==> config.mk <==
export PLATFORM = sky130hd
export DESIGN_NAME = efpga_fifo_drain
export DESIGN_NICKNAME = d
export VERILOG_FILES = /design/src/rtl/efpga_fifo_drain.sv
export SDC_FILE = /design/constraint.sdc
export NUM_CORES = 1
export LEC_CHECK = 0
export BUFFER_PORTS_ARGS = -buffer_cell sky130_fd_sc_hd__buf_2
export CORE_MARGIN = 2
export CORE_UTILIZATION = 50
export DETAILED_ROUTE_END_ITERATION = 10
export PLACE_DENSITY = 0.72
export SKIP_LAST_GASP = 1
export SYNTH_ARGS = -nofsm -noshare
export SYNTH_HDL_FRONTEND = slang
export SYNTH_SLANG_ARGS = --single-unit
==> constraint.sdc <==
create_clock -name clk_i -period 2.1 [get_ports clk_i]
set_input_delay 0.105 -clock clk_i [delete_from_list [all_inputs] [get_ports clk_i]]
set_output_delay 0.105 -clock clk_i [all_outputs]
set_load 0.01 [all_outputs]
==> src/rtl/efpga_fifo_drain.sv <==
// ---------------------------------------------------------------------------
// efpga_fifo_drain
// Read-side engine for the eFPGA dual-clock FIFO. Pops words from the FIFO
// read port and presents them on a valid/ready stream. A small skid buffer
// absorbs the fixed one-cycle RAM read latency, so the stream runs at one word
// per cycle and data_o never depends combinationally on fifo_rdata_i.
// Also sequences a one-cycle flush and counts accepted stream words.
// Everything runs in the FIFO read-clock domain.
// ---------------------------------------------------------------------------
module efpga_fifo_drain #(
    parameter int WIDTH      = 32,
    parameter int SKID_DEPTH = 2,
    parameter int CNT_WIDTH  = 16
) (
    input  logic                 clk_i,
    input  logic                 rst_ni,
    input  logic                 enable_i,
    input  logic                 flush_i,
    input  logic [WIDTH-1:0]     fifo_rdata_i,
    input  logic                 fifo_empty_i,
    output logic                 fifo_pop_o,
    output logic                 fifo_flush_o,
    output logic [WIDTH-1:0]     data_o,
    output logic                 valid_o,
    input  logic                 ready_i,
    output logic [CNT_WIDTH-1:0] xfer_cnt_o,
    output logic                 busy_o
);

    // Occupancy must be able to hold the value SKID_DEPTH itself.
    localparam int OCC_W = $clog2(SKID_DEPTH + 1);
    localparam int PTR_W = $clog2(SKID_DEPTH);

    // One extra bit so occ + inflight can never wrap before the compare.
    localparam logic [OCC_W:0]   DEPTH_CMP = (OCC_W + 1)'(SKID_DEPTH);
    localparam logic [OCC_W-1:0] OCC_FULL  = OCC_W'(SKID_DEPTH);
    localparam logic [PTR_W-1:0] PTR_LAST  = PTR_W'(SKID_DEPTH - 1);

    typedef enum logic [1:0] {
        ST_IDLE  = 2'd0,
        ST_RUN   = 2'd1,
        ST_FLUSH = 2'd2
    } state_t;

    state_t                 state_q, state_d;
    logic [PTR_W-1:0]       wr_ptr_q, wr_ptr_d;
    logic [PTR_W-1:0]       rd_ptr_q, rd_ptr_d;
    logic [OCC_W-1:0]       occ_q, occ_d;
    logic                   inflight_q;
    logic [CNT_WIDTH-1:0]   cnt_q;

    logic                   handshake;
    logic                   skid_wr;
    logic                   skid_rd;
    logic [OCC_W:0]         demand;
    logic [WIDTH-1:0]       entry_rd [SKID_DEPTH];

    // Pointers wrap at SKID_DEPTH, which need not be a power of two.
    function automatic logic [PTR_W-1:0] ptr_inc(input logic [PTR_W-1:0] p);
        return (p == PTR_LAST) ? '0 : p + 1'b1;
    endfunction

    // ------------------------------------------------------------------
    // Skid-buffer storage: one register slot per entry
    // ------------------------------------------------------------------
    for (genvar gi = 0; gi < SKID_DEPTH; gi++) begin : g_skid
        logic [WIDTH-1:0] entry_q;
        logic             entry_we;

        assign entry_we = skid_wr && (wr_ptr_q == PTR_W'(gi));

        // Capture returning read data when this slot is the tail
        always_ff @(posedge clk_i or negedge rst_ni) begin
            if (!rst_ni) begin
                entry_q <= '0;
            end else if (entry_we) begin
                entry_q <= fifo_rdata_i;
            end
        end

        assign entry_rd[gi] = entry_q;
    end

    // ------------------------------------------------------------------
    // Stream side: head of the skid buffer, registers only
    // ------------------------------------------------------------------
    assign valid_o    = (occ_q != '0);
    assign data_o     = entry_rd[rd_ptr_q];
    assign handshake  = valid_o & ready_i;
    assign xfer_cnt_o = cnt_q;
    assign busy_o     = valid_o | inflight_q | (state_q == ST_FLUSH);

    // Words already committed to the skid buffer after this cycle's handshake.
    // A handshake implies occ >= 1, so the subtraction never underflows.
    assign demand = {1'b0, occ_q}
                  + {{OCC_W{1'b0}}, inflight_q}
                  - {{OCC_W{1'b0}}, handshake};

    // Pop only while running, with data available and room guaranteed
    assign fifo_pop_o = (state_q == ST_RUN) && !fifo_empty_i && (demand < DEPTH_CMP);

    // Returning data is dropped while flushing or when a flush is being taken
    assign skid_wr = inflight_q && (state_q != ST_FLUSH) && !flush_i;
    assign skid_rd = handshake;

    // ------------------------------------------------------------------
    // Control FSM: next state and flush pulse
    // ------------------------------------------------------------------
    always_comb begin
        state_d      = state_q;
        fifo_flush_o = 1'b0;
        case (state_q)
            ST_IDLE: begin
                if (enable_i) state_d = ST_RUN;
            end
            ST_RUN: begin
                if (!enable_i) state_d = ST_IDLE;
            end
            ST_FLUSH: begin
                fifo_flush_o = 1'b1;
                state_d      = enable_i ? ST_RUN : ST_IDLE;
            end
            default: begin
                state_d = ST_IDLE;
            end
        endcase
        // A flush request overrides every other transition
        if (flush_i) state_d = ST_FLUSH;
    end

    // Skid pointer and occupancy bookkeeping; a flush empties the buffer
    always_comb begin
        wr_ptr_d = wr_ptr_q;
        rd_ptr_d = rd_ptr_q;
        occ_d    = occ_q;
        if (flush_i) begin
            wr_ptr_d = '0;
            rd_ptr_d = '0;
            occ_d    = '0;
        end else begin
            if (skid_wr) wr_ptr_d = ptr_inc(wr_ptr_q);
            if (skid_rd) rd_ptr_d = ptr_inc(rd_ptr_q);
            if (skid_wr && !skid_rd) begin
                occ_d = occ_q + 1'b1;
            end else if (!skid_wr && skid_rd) begin
                occ_d = occ_q - 1'b1;
            end
        end
    end

    // State, pointers, in-flight flag and transfer counter
    always_ff @(posedge clk_i or negedge rst_ni) begin
        if (!rst_ni) begin
            state_q    <= ST_IDLE;
            wr_ptr_q   <= '0;
            rd_ptr_q   <= '0;
            occ_q      <= '0;
            inflight_q <= 1'b0;
            cnt_q      <= '0;
        end else begin
            state_q    <= state_d;
            wr_ptr_q   <= wr_ptr_d;
            rd_ptr_q   <= rd_ptr_d;
            occ_q      <= occ_d;
            inflight_q <= fifo_pop_o;
            if (handshake) cnt_q <= cnt_q + 1'b1;
        end
    end

    // The pop rule must make it impossible to write into a full skid buffer
    assert property (@(posedge clk_i) disable iff (!rst_ni)
        !(skid_wr && !skid_rd && (occ_q == OCC_FULL)));

endmodule

Yosys cells after proc, flatten, opt, wreduce, memory -nomap -nowiden
Cells that the tools add are included.
{"block": "totals", "register_bits": 87, "out_inout_bits": 52}
{"block": "classes", "addsub": 7, "order_cmp": 2, "n_eq_ne": 5, "muxes": 18, "n_bitwise": 5, "n_reduce_logical": 18}
{"cell": "$mux 32", "n": 3}
{"cell": "$add 16x1->16 const B", "n": 1}
{"cell": "$mux 2", "n": 6}
{"cell": "$logic_and 1x1->1", "n": 8}
{"cell": "$mux 1", "n": 8}
{"cell": "$ne 3x3->1 const B", "n": 2}
{"cell": "$pmux 2 s3", "n": 1}
{"cell": "$reduce_bool 2->1", "n": 3}
{"cell": "$logic_not 1->1", "n": 4}
{"cell": "$add 2x1->3", "n": 1}
{"cell": "$lt 3x2->1 const B", "n": 1}
{"cell": "$reduce_bool 3->1", "n": 1}
{"cell": "$sub 3x1->3", "n": 1}
{"cell": "$add 1x1->1 const B", "n": 2}
{"cell": "$add 2x1->2 const B", "n": 1}
{"cell": "$eq 2x1->1 const B", "n": 1}
{"cell": "$eq 2x2->1 const B", "n": 1}
{"cell": "$ge 2x2->1 const B", "n": 1}
{"cell": "$logic_not 2->1", "n": 1}
{"cell": "$ne 2x2->1 const B", "n": 1}
{"cell": "$not 1->2", "n": 1}
{"cell": "$or 1x1->1", "n": 2}
{"cell": "$reduce_and 2->1", "n": 1}
{"cell": "$sub 2x1->2 const B", "n": 1}
{"cell": "other kinds (2)", "n": 2}

Longest topological paths before layout
Gate-level depths: netlist of the first run.
{"block": "logic_depth", "ltp_word": 8, "ltp_mapped": 5, "ltp_nobuf": 5}

Least setup slack after synthesis of the first run
OpenSTA, ideal clock, no wires.
{"block": "synth_path", "path_kind": "register to register", "from": "reg occ_q[1]", "to": "reg inflight_q", "arrival_time_ps": 1669, "path_slack_ps": 320, "stages_incl_launch_ff": 6, "path_buffers": 0, "synth_period_minus_slack_ps": 1780, "path_cell_list": "dfrtp_1 -> o21ai_2 -> nor2_1 -> fa_1 -> nand4bb_1 -> nor2_1"}
{"block": "synth_between", "elab_chain_cells": 5, "elab_cells_between_ends": 6}
{"item": "from (decl)", "line_no": "48", "rtl": "logic [OCC_W-1:0] occ_q, occ_d;"}
{"item": "from (signal assigned)", "line_no": "157", "rtl": "occ_q <= '0;"}
{"item": "from (signal assigned)", "line_no": "164", "rtl": "occ_q <= occ_d;"}
{"item": "branches (longest 2 deep; another with $add 2x1->3)"}
{"item": "$sub 3x1->3 (*)", "line_no": "97", "rtl": "- {{OCC_W{1'b0}}, handshake};"}
{"item": "$lt 3x2->1 (*)", "line_no": "100", "rtl": "assign fifo_pop_o = (state_q == ST_RUN) && !fifo_empty_i && (demand < DEPTH_CMP);"}
{"item": "$logic_and 1x1->1 (*)", "line_no": "100"}
{"item": "named net fifo_pop_o", "line_no": "21", "rtl": "output logic fifo_pop_o,"}
{"item": "to (signal assigned)", "line_no": "165", "rtl": "inflight_q <= fifo_pop_o;"}
{"item": "to (decl)", "line_no": "49", "rtl": "logic inflight_q;"}
Mark *: on every way through the listed nets, which the timed path passes.
A chain may end at the register's enable or synchronous reset.

Worst setup path in the final report of the first run
{"block": "layout_path", "from": "reg occ_q[1]", "to": "out fifo_pop_o"}
{"block": "layout_between", "elab_chain_cells": 5, "elab_cells_between_ends": 6}
{"item": "branches (longest 2 deep; another with $add 2x1->3)"}
{"item": "$sub 3x1->3 (*)", "line_no": "97"}
{"item": "$lt 3x2->1 (*)", "line_no": "100"}
{"item": "$logic_and 1x1->1 (*)", "line_no": "100"}
{"item": "to (decl)", "line_no": "21"}
Mark *: on every way between the ends.

==> out/metrics.cfg, run 1 <==
[die]
design.core.area_um2 = 7610
pin_count = 90
dieArea_um2 = 8470
die_w_um = 92.0
die_h_um = 92.0
start_util_pct = 50.9
std_cell_rows = 32

[routing]
ant_nets = 0
drc = 0
via_per_inst = 4.96
wire_per_inst_um = 14.4
drt_iter0_drc = 64
first_pass_iters = 4
route.vias.total = 2494
totalWireLength_um = 7230

[yosys]
synth_most_common_cell = mux2_2
synth_edf_count = 0
synth_warnings = 0
synth_compound_area_share_pct = 0.678
syn_area_um2 = 3870
synth_commonest_cells = mux2_2 (93), dfrtp_1 (87), xnor2_1 (12), nand2_1 (10)
synth_cells = 268
avgSynthCellArea_um2 = 14.5
synth_ff_type = dfrtp_1
synth_top_area_share_pct = 56.2
synth_xor_xnor_area_share_pct = 4.88
synthAdderAreaFrac_pct = 0.840
synth.ff_latch_count = 87
synth.area.top_cells = dfrtp_1 (56%), mux2_2 (27%), xnor2_1 (2.7%), xor2_1 (1.6%), nand2_1 (0.97%)
synthSimpleGateAreaFrac_pct = 6.94
synth-seq-area-share_pct = 56.2
yosysUniqueCellTypes = 36
async_flop_share_pct = 100
synth_top_family_by_area = multiplexers
synth_largest_area_cell = dfrtp_1
syn-num-nets = 308
synth.area.mux_share_pct = 28.2

[final_layout]
drive_gt1_share_pct = 53.6
area_growth_syn_to_layout_pct = 30.0
fin_nets = 436
fill_cells = 575
fin_area_um2 = 5040
diodes = 0

[cts]
cts_tree = yes
cts-root-buf = clkbuf_8
cts_buffers = 9
clk_transition_reported_paths_ps = 80
cts_buffer_depth = 2
clk_latency_ps = 350
cts_max_level = 3
cts.sinks = 87

[sta]
fmax_ghz = 0.498
drv_slew = 0
period_needed_ps = 2010
hold_viol = 0
setup_violations = 0
slew_headroom_pct = 69.7
fin_setup_tns_ps = 0
rsz0062_at_grt = no
worst_pin_slew_ps = 451
skew_ps = 8.88
period_share_pct = 95.5

[setup_path]
r2r_cells = 4
critPathLaunchType = register
crit_fanout = 6
crit_required_ps = 2000
arrival_ps = 1900
crit_type = reg -> out
critPathCaptureType = output pin

[global_route]
antenna_found_initial = 0
grt_pass1_wl_um = 11900
grt_use_total_pct = 18.1
grt_overflow_total = 0
grt_pass1_vias = 2517
grt_max_degree = 38

[power_and_ir_drop]
sw_frac_of_total_pct = 25.0
p_comb_share_pct = 19.8
vdd_ir_drop_max_uv = 523
p_per_area_nw_per_um2 = 823
power_frac_seq_pct = 47.8
p_switching_w = 0.00103
cellInternalPower_w = 0.00311
p_leak_nw = 2.49
power_frac_clock_pct = 32.3

[place]
dp_hpwl_um = 4810
routabilityCongestion = 0.804
placed_cell_area_um2 = 4470
io_buffers = 89

[hold_path]
hold_path_class = in -> reg
holdPathStages = 2

[status]
status = finished clean

[flow_run]
maxCapViolCount = 0

## sequential cells by signal (all words and copies together) (netlist names)
register        cells
occ_q               2
g_skid.entry_q     64
inflight_q          1
xfer_cnt_o         16
rd_ptr_q            1
wr_ptr_q            1
state_q             2
## routing by layer
layer | wire (um) | global-route usage (%) | up-vias
met5 | 0 | 0 | -
met4 | 90 | 6.59 | 0
met3 | 300 | 5.34 | 5
met2 | 3480 | 28.0 | 53
met1 | 3360 | 24.4 | 1233
li1 | - | - | 1203
## through the flow
stage / worst slack, ps / total power [W] / hold WS [ps] / utilization, % / instances
after floorplan: 320 / 0.00246 / -191 / - / 268
after global placement: 427 / 0.00277 / 82.0 / 58.7 / 454
after detailed placement: 395 / 0.00280 / 89.0 / 58.7 / 454
after CTS: 27.6 / 0.00421 / 1.62 / 66.0 / 501
after global routing: 0.443 / 0.00437 / 5.74 / 66.2 / 503
final: 93.7 / 0.00414 / 22.6 / 66.2 / 503
## critical path, cell delays in order, from the launching register on
cell and delay (ps):
dfrtp_2 440, o21ai_2 160, nor2_1 70, fa_1 500, nand4bb_1 100, nor2_1 140
buf_2 150
## cells in the final DEF (no fill, tap or decap), types with 2 or more instances in the layout
cell	n
mux2_2	93
buf_2	88
dfrtp_1	85
dlygate4sd3_1	32
xnor2_1	12
clkbuf_8	12
nand2_1	10
nor2_1	7
xor2_1	7
nand4_1	5
nor3_1	4
nand3_1	4
buf_4	4
buf_12	4
mux2_1	3
or3_1	2
and2_1	2
inv_1	2
bufinv_16	2
dfrtp_2	2
## worst paths after layout
| kind | from | slack (ps) | endpoint |
|---|---|---|---|
| max | occ_q[1] | 90 | fifo_pop_o |
| min | fifo_rdata_i[18] | 20 | g_skid[0].entry_q[18] |
| max reg2reg | inflight_q | 540 | g_skid[0].entry_q[19] |
| min reg2reg | state_q[1] | 480 | state_q[0] |
| max in group asynchronous | rst_ni | 1240 | g_skid[0].entry_q[1] |
| min in group asynchronous | rst_ni | 230 | xfer_cnt_o[11] |
## power groups by stage
stage	sequential [W]	clock [W]	combinational, W
after floorplan	0.00200	0	0.000470
after global placement	0.00200	0	0.000769
after detailed placement	0.00202	0	0.000784
after CTS	0.00199	0.00139	0.000833
after global routing	0.00201	0.00146	0.000899
final	0.00198	0.00134	0.000822
## timing repair
action | CTS | global route
buffers inserted | 0 | 1
gates resized for setup | 1 | 1
hold buffers | 31 | 1
hold endpoints to repair | 84 | 1
setup endpoints to repair | 1 | 1
## kinds of logic (layout without fill, tap and decap cells)
family | count (synthesis) | count (layout)
muxes | 97 | 97
and+or+nand+nor | 44 | 44
AOI/OAI and AO/OA | 4 | 4
buffers and inverters | 14 | 147
DFF | 87 | 87
xor gates and xnor gates | 20 | 20
adders and majority gates | 2 | 2
## final cells by class
cell class              count  area, um^2  share of cell area [%]
clock buffers              12         165                    3.28
clock inverters             4        76.3                    1.51
inverters                   3        11.3                   0.223
multi-input cells         167        1610                    31.9
flip-flops and latches     87        2180                    43.3
well taps                 102         128                    2.53
repair buffers            128         871                    17.3
No activity file was read; power rests on OpenSTA's default activity.
==> inputs of run 2 (changes only) <==
Settings changed: ABC_AREA set to 1, BUFFER_PORTS_ARGS -buffer_cell sky130_fd_sc_hd__buf_2 to not set, DONT_BUFFER_PORTS set to 1, PLACE_DENSITY 0.72 to 0.62.
==> run 2 against run 1 <==
- the run now ends with negative hold slack, negative setup slack left
- cell count is 27% higher
- critical path type unchanged
- sequential power is 16% higher
- count of clock-buffer cells in the layout is 3 lower
- register-to-register slack worse by 170 ps
- synthesized cell count is 83% higher
- critical endpoint unchanged
- global-route usage is 2.3 points higher
- sequential cell count stayed put
- total power is 21% higher
- critical path depth is 2 higher
- utilization is 4.3 points lower
==> out/metrics.cfg, run 2 <==
[setup_path]
crit_family = simple AND/OR/NAND/NOR gates
crit_required_ps = 2000  ; about the same
critPathLaunchType = register
slowest_stage = fa_1
path_cells = nor2_4 > nor2_8 > nor2_2 > o21ai_1 > fa_1 > nand2_1 > nor4_2 > buf_4
critPathBufInv = 1  ; unchanged
crit_fanout = 4  ; -2
slowest_delay_ps = 480  ; -20 ps
rrSetupSlack_ps = 370  ; -170 ps
critPathCaptureType = output pin
arrival_ps = 2150  ; +250 ps
crit_type = reg -> out

[cts]
cts_tree = yes
clk_transition_reported_paths_ps = 90  ; about the same
cts.sinks = 87  ; unchanged
clk_latency_ps = 340  ; about the same
cts_hold_buf = 35  ; +13%
cts_buffer_depth = 2  ; unchanged
cts_buffers = 9  ; unchanged
cts-root-buf = clkbuf_8
cts_max_level = 3  ; unchanged

[routing]
route.vias.total = 3112  ; +25%
wire_per_inst_um = 13.0  ; -9.3%
totalWireLength_um = 8350  ; +16%
first_pass_iters = 4  ; unchanged
ant_nets = 0  ; unchanged
drc = 0  ; unchanged
drt_iter0_drc = 134  ; +110%
via_per_inst = 4.85  ; -2.1%

[yosys]
synth_most_common_cell = nand2_1
synth_edf_count = 0  ; unchanged
syn_area_um2 = 4080  ; +5.2%
synth.ff_latch_count = 87  ; unchanged
synth.area.top_cells = dfrtp_1 (53%), nand2_1 (19%), inv_1 (5.0%), o21ai_2 (4.9%), o21ai_0 (4.3%)
synth_warnings = 0  ; unchanged
synth_largest_area_cell = dfrtp_1
synth-seq-area-share_pct = 53.4  ; -2.8 points
synth_commonest_cells = nand2_1 (203), dfrtp_1 (87), inv_1 (54), o21ai_0 (35), o21ai_2 (23)
synth_cells = 490  ; +83%
avgSynthCellArea_um2 = 8.32  ; -42%
yosysUniqueCellTypes = 28  ; -22%
syn-num-nets = 530  ; +72%
synth_ff_type = dfrtp_1
synth_top_area_share_pct = 53.4  ; -2.8 points
async_flop_share_pct = 100  ; unchanged

[sta]
rsz0062_at_grt = yes
setup_violations = 1  ; +1
period_share_pct = 107  ; +12 points
slew_headroom_pct = 70.0  ; +0.32 points
worst_pin_slew_ps = 447  ; -4.11 ps
hold_viol = 87  ; +87
fmax_ghz = 0.444  ; -11%
fin_setup_tns_ps = -153  ; -153 ps
timing.hold.ws_ps = -552  ; -575 ps
setup_ws_ps = -153  ; -246 ps
skew_ps = 9.26  ; +0.379 ps
period_needed_ps = 2250  ; +246 ps
drv_slew = 0  ; unchanged

[hold_path]
hold_path_class = in -> async

[final_layout]
most-common-layout-cells = nand2_1 (201), dfrtp_1 (87), inv_1 (53)
area_growth_syn_to_layout_pct = 18.5
fin_nets = 574  ; +32%
top_register = g_skid.entry_q
layout_commonest_cell = nand2_1
largest_reg_flops = 64  ; unchanged
diodes = 0  ; unchanged
drive_gt1_share_pct = 13.7  ; -40 points
fin_area_um2 = 4830  ; -4.1%

[die]
design.core.area_um2 = 7810  ; +2.6%
std_cell_rows = 32  ; unchanged
start_util_pct = 52.2  ; +1.3 points
dieArea_um2 = 8890  ; +5.0%
pin_count = 90  ; unchanged
die_w_um = 94.3  ; +2.5%
die_h_um = 94.3  ; +2.5%

[place]
routabilityCongestion = 0.816  ; +1.5%
dp_hpwl_um = 5040  ; +4.8%
io_buffers = 0  ; -100%
dp_slack_ps = 114  ; -282 ps
placed_cell_area_um2 = 4180  ; -6.4%

[power_and_ir_drop]
cellInternalPower_w = 0.00330  ; +6.1%
p_comb_share_pct = 29.2  ; +9.4 points
p_switching_w = 0.00173  ; +68%
p_per_area_nw_per_um2 = 1040  ; +27%
power_frac_seq_pct = 45.6  ; -2.2 points
power_frac_clock_pct = 25.2  ; -7.1 points
p_leak_nw = 2.54  ; +2.0%
sw_frac_of_total_pct = 34.5  ; +9.5 points
vdd_ir_drop_max_uv = 598  ; +14%

[global_route]
grt_pass1_wl_um = 14200  ; +19%
grt_overflow_total = 0  ; unchanged
grt_pass1_vias = 3127  ; +24%
grt_use_total_pct = 20.4  ; +2.3 points
antenna_found_initial = 0  ; unchanged
grt_max_degree = 88  ; +130%

[status]
violations = negative hold slack, negative setup slack
status = complete, but fails checks

[flow_run]
maxCapViolCount = 0  ; unchanged

run 2: path summary, 6_finish.rpt:
kind | start | endpoint | depth (start not counted)
worst max register to register | occ_q[0] | inflight_q | 7
max in group asynchronous | rst_ni | g_skid[0].entry_q[3] | 0
worst max-delay path | occ_q[0] | fifo_pop_o | 8
worst min register to register | g_skid[0].entry_q[22] | g_skid[0].entry_q[22] | 2
worst min-delay path | rst_ni | g_skid[1].entry_q[28] | 0
min in group clk_i | ready_i | rd_ptr_q | 3
run 2: layout make-up:
type / count / area [um^2]
Timing Repair Buffer: 54 / 518
Sequential cell: 87 / 2180
Inverter: 56 / 210
Multi-Input combinational cell: 326 / 1580
Clock inverter: 7 / 97.6
Fill cell: 724 / 2970
Clock buffer: 9 / 124
Tap cell: 102 / 128
run 2: metrics by stage:
stage                     power, W  util (%)  std cells  hold slack [ps]
after floorplan            0.00332         -        490             -191
final                      0.00503      61.9        641             -552
after global placement     0.00360      53.5        581             -188
after detailed placement   0.00363      53.5        581             -188
after CTS                  0.00503      61.4        637             -580
after global routing       0.00541      61.9        641             -588
run 2: kinds of logic (layout without fill, tap and decap cells):
| logic type | after synthesis | after routing | share of synthesized area [%] |
|---|---|---|---|
| DFF | 87 | 87 | 53.4 |
| adders and majority gates | 2 | 2 | 0.798 |
| buffers and inverters | 77 | 126 | 8.41 |
| xor gates and xnor gates | 13 | 13 | 2.79 |
| AOI/OAI and AO/OA | 70 | 70 | 10.8 |
| and+or+nand+nor | 241 | 241 | 23.8 |
run 2: what timing repair did:
action,CTS,global route
buffers inserted,5,4
endpoints found under the setup margin,1,1
pin swaps,4,3
gates resized for setup,3,4
endpoints found under the hold margin,158,87
run 2: metal layers:
layer	track usage [%]	vias up	part of all wire (%)
li1	-	1584	-
met1	25.1	1435	44
met2	34.5	81	48
met3	5.46	12	6.2
met4	7.73	0	1.5
met5	0	-	0
run 2: power by group through the flow:
stage | Sequential [W] | Combinational (W) | Clock (W)
3_3_place_gp | 0.00231 | 0.00129 | 0
2_1_floorplan | 0.00228 | 0.00104 | 0
4_1_cts | 0.00229 | 0.00143 | 0.00131
3_5_place_dp | 0.00232 | 0.00131 | 0
6_report | 0.00230 | 0.00147 | 0.00127
5_1_grt | 0.00235 | 0.00168 | 0.00139
run 2: worst register-to-register path, delay by kind of cell (launching register included):
| kind | cells | cell delay [ps] |
|---|---|---|
| fa+ha+maj | 1 | 480 |
| compound gates | 1 | 70 |
| simple gates | 5 | 640 |
| flops | 1 | 450 |
